### config.mk
export PLATFORM = sky130hd
export DESIGN_NAME = mips_div_unit
export DESIGN_NICKNAME = d
export VERILOG_FILES = /design/src/rtl/div_pkg.sv /design/src/rtl/div_abs_neg.sv /design/src/rtl/mips_div_unit.sv
export SDC_FILE = /design/constraint.sdc
export NUM_CORES = 1
export LEC_CHECK = 0
export CORE_MARGIN = 2
export CORE_UTILIZATION = 35
export DETAILED_ROUTE_END_ITERATION = 12
export SYNTH_ARGS = -nofsm -noshare
export SYNTH_HDL_FRONTEND = slang
export SYNTH_SLANG_ARGS = --single-unit
### constraint.sdc
create_clock -name i_clk -period 5.6 [get_ports i_clk]
set_input_delay 1.12 -clock i_clk [delete_from_list [all_inputs] [get_ports i_clk]]
set_output_delay 1.12 -clock i_clk [all_outputs]
set_load 0.1 [all_outputs]
### src/rtl/div_pkg.sv
// Shared definitions for the sequential MIPS divider: FSM state encoding
// and the iteration-counter width helper.
package div_pkg;

   // Divider control states
   typedef enum logic [1:0] {
      ST_IDLE = 2'd0,
      ST_ITER = 2'd1,
      ST_FIX  = 2'd2
   } div_state_t;

   // Counter must hold values 0..nbit, hence clog2(nbit+1) bits
   function automatic int cnt_width(input int nbit);
      return $clog2(nbit + 1);
   endfunction

   localparam int DEFAULT_NBIT = 32;
   localparam int DEFAULT_CNT_W = cnt_width(DEFAULT_NBIT);

endpackage

### src/rtl/div_abs_neg.sv
// Conditional two's-complement negate. Used to form operand magnitudes on
// entry and to restore result signs at the end of a divide.
module div_abs_neg #(
   parameter int NBit = 32
) (
   input  logic [NBit-1:0] i_val,
   input  logic            i_neg,
   output logic [NBit-1:0] o_val
);

   // Negation wraps, so the most-negative value maps onto itself, which is
   // exactly its unsigned magnitude
   assign o_val = i_neg ? ('0 - i_val) : i_val;

endmodule

### src/rtl/mips_div_unit.sv
// Sequential DIV/DIVU unit: one quotient bit per clock using non-restoring
// division on magnitudes, with sign fix-up, abort, divide-by-zero
// reporting and registered results that hold between completions.
module mips_div_unit
   import div_pkg::*;
#(
   parameter int NBit = 32
) (
   input  logic            i_clk,
   input  logic            i_reset,
   input  logic            i_start,
   input  logic            i_signed,
   input  logic [NBit-1:0] i_dividend,
   input  logic [NBit-1:0] i_divisor,
   input  logic            i_abort,
   output logic            o_busy,
   output logic            o_done,
   output logic            o_div_zero,
   output logic [NBit-1:0] o_quotient,
   output logic [NBit-1:0] o_remainder
);

   localparam int CW = cnt_width(NBit);

   div_state_t      r_state;
   logic [CW-1:0]   r_cnt;
   logic [NBit:0]   r_prem;     // signed partial remainder, one guard bit
   logic [NBit-1:0] r_quo;      // dividend magnitude shifting out, quotient shifting in
   logic [NBit-1:0] r_dvsr;     // divisor magnitude
   logic            r_qneg;
   logic            r_rneg;
   logic            r_busy;
   logic            r_done;
   logic            r_div_zero;
   logic [NBit-1:0] r_quotient;
   logic [NBit-1:0] r_remainder;

   logic [NBit:0]   w_prem_sh;
   logic [NBit:0]   w_prem_step;
   logic [NBit-1:0] w_rem_mag;

   // Negator bank: [0] dividend magnitude, [1] divisor magnitude,
   // [2] signed quotient, [3] signed remainder
   logic [NBit-1:0] w_neg_in  [4];
   logic            w_neg_en  [4];
   logic [NBit-1:0] w_neg_out [4];

   assign w_neg_in[0] = i_dividend;
   assign w_neg_en[0] = i_signed & i_dividend[NBit-1];
   assign w_neg_in[1] = i_divisor;
   assign w_neg_en[1] = i_signed & i_divisor[NBit-1];
   assign w_neg_in[2] = r_quo;
   assign w_neg_en[2] = r_qneg;
   assign w_neg_in[3] = w_rem_mag;
   assign w_neg_en[3] = r_rneg;

   genvar gi;
   generate
      for (gi = 0; gi < 4; gi++) begin : g_neg
         div_abs_neg #(.NBit(NBit)) u_neg (
            .i_val (w_neg_in[gi]),
            .i_neg (w_neg_en[gi]),
            .o_val (w_neg_out[gi])
         );
      end
   endgenerate

   // One non-restoring step: shift the next dividend bit in, then add or
   // subtract the divisor depending on the current remainder sign. The
   // true result always fits in NBit+1 bits, so the wrapped sum is exact.
   assign w_prem_sh   = {r_prem[NBit-1:0], r_quo[NBit-1]};
   assign w_prem_step = r_prem[NBit] ? (w_prem_sh + {1'b0, r_dvsr})
                                     : (w_prem_sh - {1'b0, r_dvsr});

   // Final remainder restore: a negative partial remainder gets one add-back
   assign w_rem_mag = r_prem[NBit] ? (r_prem[NBit-1:0] + r_dvsr) : r_prem[NBit-1:0];

   // Divider FSM with registered handshake and result outputs
   always_ff @(posedge i_clk) begin
      if (!i_reset) begin
         r_state     <= ST_IDLE;
         r_cnt       <= '0;
         r_prem      <= '0;
         r_quo       <= '0;
         r_dvsr      <= '0;
         r_qneg      <= 1'b0;
         r_rneg      <= 1'b0;
         r_busy      <= 1'b0;
         r_done      <= 1'b0;
         r_div_zero  <= 1'b0;
         r_quotient  <= '0;
         r_remainder <= '0;
      end else begin
         r_done <= 1'b0;
         case (r_state)
            ST_IDLE: begin
               // Abort beats Start even when the unit is idle
               if (i_start && !i_abort) begin
                  if (i_divisor == '0) begin
                     r_quotient  <= '1;
                     r_remainder <= i_dividend;
                     r_div_zero  <= 1'b1;
                     r_done      <= 1'b1;
                  end else begin
                     r_state <= ST_ITER;
                     r_busy  <= 1'b1;
                     r_cnt   <= '0;
                     r_prem  <= '0;
                     r_quo   <= w_neg_out[0];
                     r_dvsr  <= w_neg_out[1];
                     r_qneg  <= i_signed & (i_dividend[NBit-1] ^ i_divisor[NBit-1]);
                     r_rneg  <= i_signed & i_dividend[NBit-1];
                  end
               end
            end
            ST_ITER: begin
               if (i_abort) begin
                  r_state <= ST_IDLE;
                  r_busy  <= 1'b0;
               end else begin
                  r_prem <= w_prem_step;
                  r_quo  <= {r_quo[NBit-2:0], ~w_prem_step[NBit]};
                  r_cnt  <= r_cnt + 1'b1;
                  if (r_cnt == CW'(NBit - 1)) begin
                     r_state <= ST_FIX;
                  end
               end
            end
            ST_FIX: begin
               r_state <= ST_IDLE;
               r_busy  <= 1'b0;
               if (!i_abort) begin
                  r_quotient  <= w_neg_out[2];
                  r_remainder <= w_neg_out[3];
                  r_div_zero  <= 1'b0;
                  r_done      <= 1'b1;
               end
            end
            default: begin
               r_state <= ST_IDLE;
               r_busy  <= 1'b0;
            end
         endcase
      end
   end

   assign o_busy      = r_busy;
   assign o_done      = r_done;
   assign o_div_zero  = r_div_zero;
   assign o_quotient  = r_quotient;
   assign o_remainder = r_remainder;

endmodule
==> flow_summary.yaml <==
route:
  routedWlPerCell_um: 17.6
  ant_nets: 0
  drc: 0
  drt-initial-drc-count: 922
  drt_wl_total_um: 42300
  dr.pass1.iters: 5
  num_vias: 13400
  via_per_inst: 5.58
pwr:
  p_sw_uw: 1450
  powerDensity_mw_per_mm2: 246
  power_frac_seq_pct: 36.0
  p_int_uw: 2470
  p_leak_uw: 0.00588
  comb_power_share_pct: 34.0
  clkPwrFrac_pct: 29.9
  ir_drop_mv: 0.193
  power_switching_share_pct: 36.9
sta:
  period_share_pct: 84.8
  tightest_slew_ps: 1020
  setup_viol: 0
  slew_violations: 0
  relSlewSlack_pct: 32.0
  grt_setup_unrepaired: "no"
  whs_ps: 458
  setup-tns-final_ps: 0
  finalHoldViolCount: 0
  skew_ps: 14.4
  period_needed_ps: 4750
  fmax_ghz: 0.211
critical_path:
  crit_top_cell: "or3_1"
  cp-start-kind: "input port"
  setup.worst_path.end_class: "flip-flop"
  cp_max_fo: 18
  cp_top_family: "simple AND/OR/NAND/NOR gates"
  cp_cell_sequence: "clkdlybuf4s50_1 > or4_1 > or3_1 > nor4_1 > nand4_1 > or3_1 > a311oi_2 > nor2_1 > and2_1 > nor2_4 > nand2_1 > o31ai_1"
  crit_required_ps: 5960
  crit_buf_inv: 1
  critPathArrivalTime_ps: 5100
  r2r_slack_ps: 1210
  crit_type: "in -> reg"
  slowest_delay_ps: 570
  crit_slowest_cell: "or4_1"
synthesis:
  ys.flop_type: "dfxtp_1"
  synth_edf_count: 0
  syn-num-nets: 1939
  netlist_area_mm2: 0.0137
  yosysSeqAreaShare_pct: 25.5
  async_flop_share_pct: 0
  yosys_warnings: 0
  synth_seq_cells: 174
  avgSynthCellArea_um2: 7.59
  yosys.cell_types.count: 87
  syn_inst: 1799
final_layout:
  layout_commonest_cell: "nand2_1"
  drive_above_1_share_pct: 5.58
  fillers: 4032
  regArea_mm2: 0.00348
  multi_input_area_mm2: 0.00961
  layout_common_cells: "219 x nand2_1, 173 x dfxtp_1, 166 x a21oi_1"
  area_growth_pct: 16.9
  n_antenna_cell: 0
  num-nets-final: 2010
cts:
  clkTransAtPathRegs_ps: 70
  htree_num_levels: 4
  cts-root-buf: "clkbuf_16"
  cts_made_buffers: 17
  cts.sinks: 174
  cts_resized: 0
  cts_tree: "yes"
  postCtsHoldBufs: 0
  post_cts_buffers: 0
  clk_latency_ps: 460
  cts_max_path_buffers: 2
worst_hold_path:
  hold_class: "reg -> reg"
floorplanning:
  core_mm2: 0.0386
  fp.dieW_um: 201
  num_io_pins: 136
  die_h_um: 201
  initial_utilization_pct: 35.4
  rows: 72
  die-area_mm2: 0.0406
placed_design:
  hpwl_um: 33300
  io_buffers: 135
  gp_congestion: 0.877
grt:
  grt_max_degree: 72
  antenna_found_initial: 1
  gr-total-overflow: 0
  grt_pass1_wl_um: 68000
  grt_pass1_vias: 12600
  track_usage_pct: 20.8
status:
  outcome: "completed"
job:
  drv_cap: 0
==> worst register-to-register path: cells and delay by family (launching register included) <==
family,cells,cell delay [ps]
AO/OA/AOI/OAI,9,1670
AND/OR/NAND/NOR,6,1340
flip-flops,1,380
adder cells (fa/ha/maj),1,350
XOR/XNOR,2,340
buffers and inverters,1,180
==> path summary, 6_finish.rpt <==
path / from / end / depth (start not counted)
max: i_divisor[8] / r_prem[31]$_SDFFE_PN0P_ / 12
min: o_remainder[21]$_SDFFE_PN0P_ / o_remainder[21]$_SDFFE_PN0P_ / 2
max reg2reg: r_dvsr[9]$_SDFFE_PN0P_ / r_quo[0]$_SDFFE_PN0P_ / 19
min reg2reg: o_remainder[21]$_SDFFE_PN0P_ / o_remainder[21]$_SDFFE_PN0P_ / 2
==> per-layer routing <==
| metal | GRT usage [%] | up-vias | share of wire [%] |
|---|---|---|---|
| met4 | 5.67 | 0 | 1.8 |
| met1 | 28.2 | 6256 | 47 |
| met3 | 2.77 | 41 | 5.2 |
| met5 | 0 | - | 0 |
| li1 | - | 6758 | - |
| met2 | 34.6 | 334 | 46 |
==> flip-flops by register name, summed over array words and instances (netlist names) <==
register,cells
o_done,1
r_state,2
r_dvsr,32
o_remainder,32
o_busy,1
r_rneg,1
o_div_zero,1
r_prem,33
o_quotient,32
r_quo,32
r_qneg,1
r_cnt,6
==> power by group through the flow <==
stage                     clock (uW)  combinational [uW]  sequential [uW]
final                           1170                1330             1410
after global placement             0                1310             1440
after global routing            1250                1490             1420
after detailed placement           0                1330             1440
after CTS                       1190                1330             1410
after floorplan                    0                1020             1390
==> logic make-up after synthesis <==
logic type | after synthesis | synth area share (%)
buffers and inverters | 142 | 4.26
adder cells (fa/ha/maj) | 71 | 6.62
XOR/XNOR | 185 | 11.9
multiplexers | 22 | 1.66
AND/OR/NAND/NOR | 611 | 21.4
flip-flops | 174 | 25.5
AO/OA/AOI/OAI | 594 | 28.7
==> synth_stat cells (all sizes together), types with 18 or more instances <==
cell / instances / area (um^2)
o211ai: 40 / 300
a21oi: 167 / 840
o31ai: 25 / 188
clkbuf: 79 / 297
nor2: 164 / 631
xnor2: 92 / 806
a21o: 29 / 218
dfxtp: 174 / 3480
nand2: 220 / 826
ha: 69 / 863
inv: 39 / 146
xor2: 93 / 815
a31oi: 21 / 131
or3: 20 / 130
nand3: 35 / 180
a211oi: 40 / 313
nand2b: 18 / 113
buf: 24 / 139
o21ai: 127 / 639
nor3: 50 / 250
o221a: 18 / 203
==> area by class of cell <==
type / instances / share of cell area, %
multi-input cells: 1483 / 60.2
repair buffers: 155 / 9.46
well taps: 518 / 4.06
inverters: 39 / 0.925
flip-flops and latches: 174 / 21.8
clock inverters: 13 / 0.792
clock buffers: 19 / 2.71
==> through the flow <==
step	power [uW]	area, um^2	cells	setup WS [ps]	util (%)
after CTS	3940	16000	2401	869	41.4
after global placement	2750	15400	2369	521	39.9
after global routing	4160	16000	2401	553	41.4
final	3920	16000	2401	853	41.4
after detailed placement	2760	15400	2369	409	39.9
after floorplan	2410	13700	1799	269	-
(Power assumes the default switching activity.)
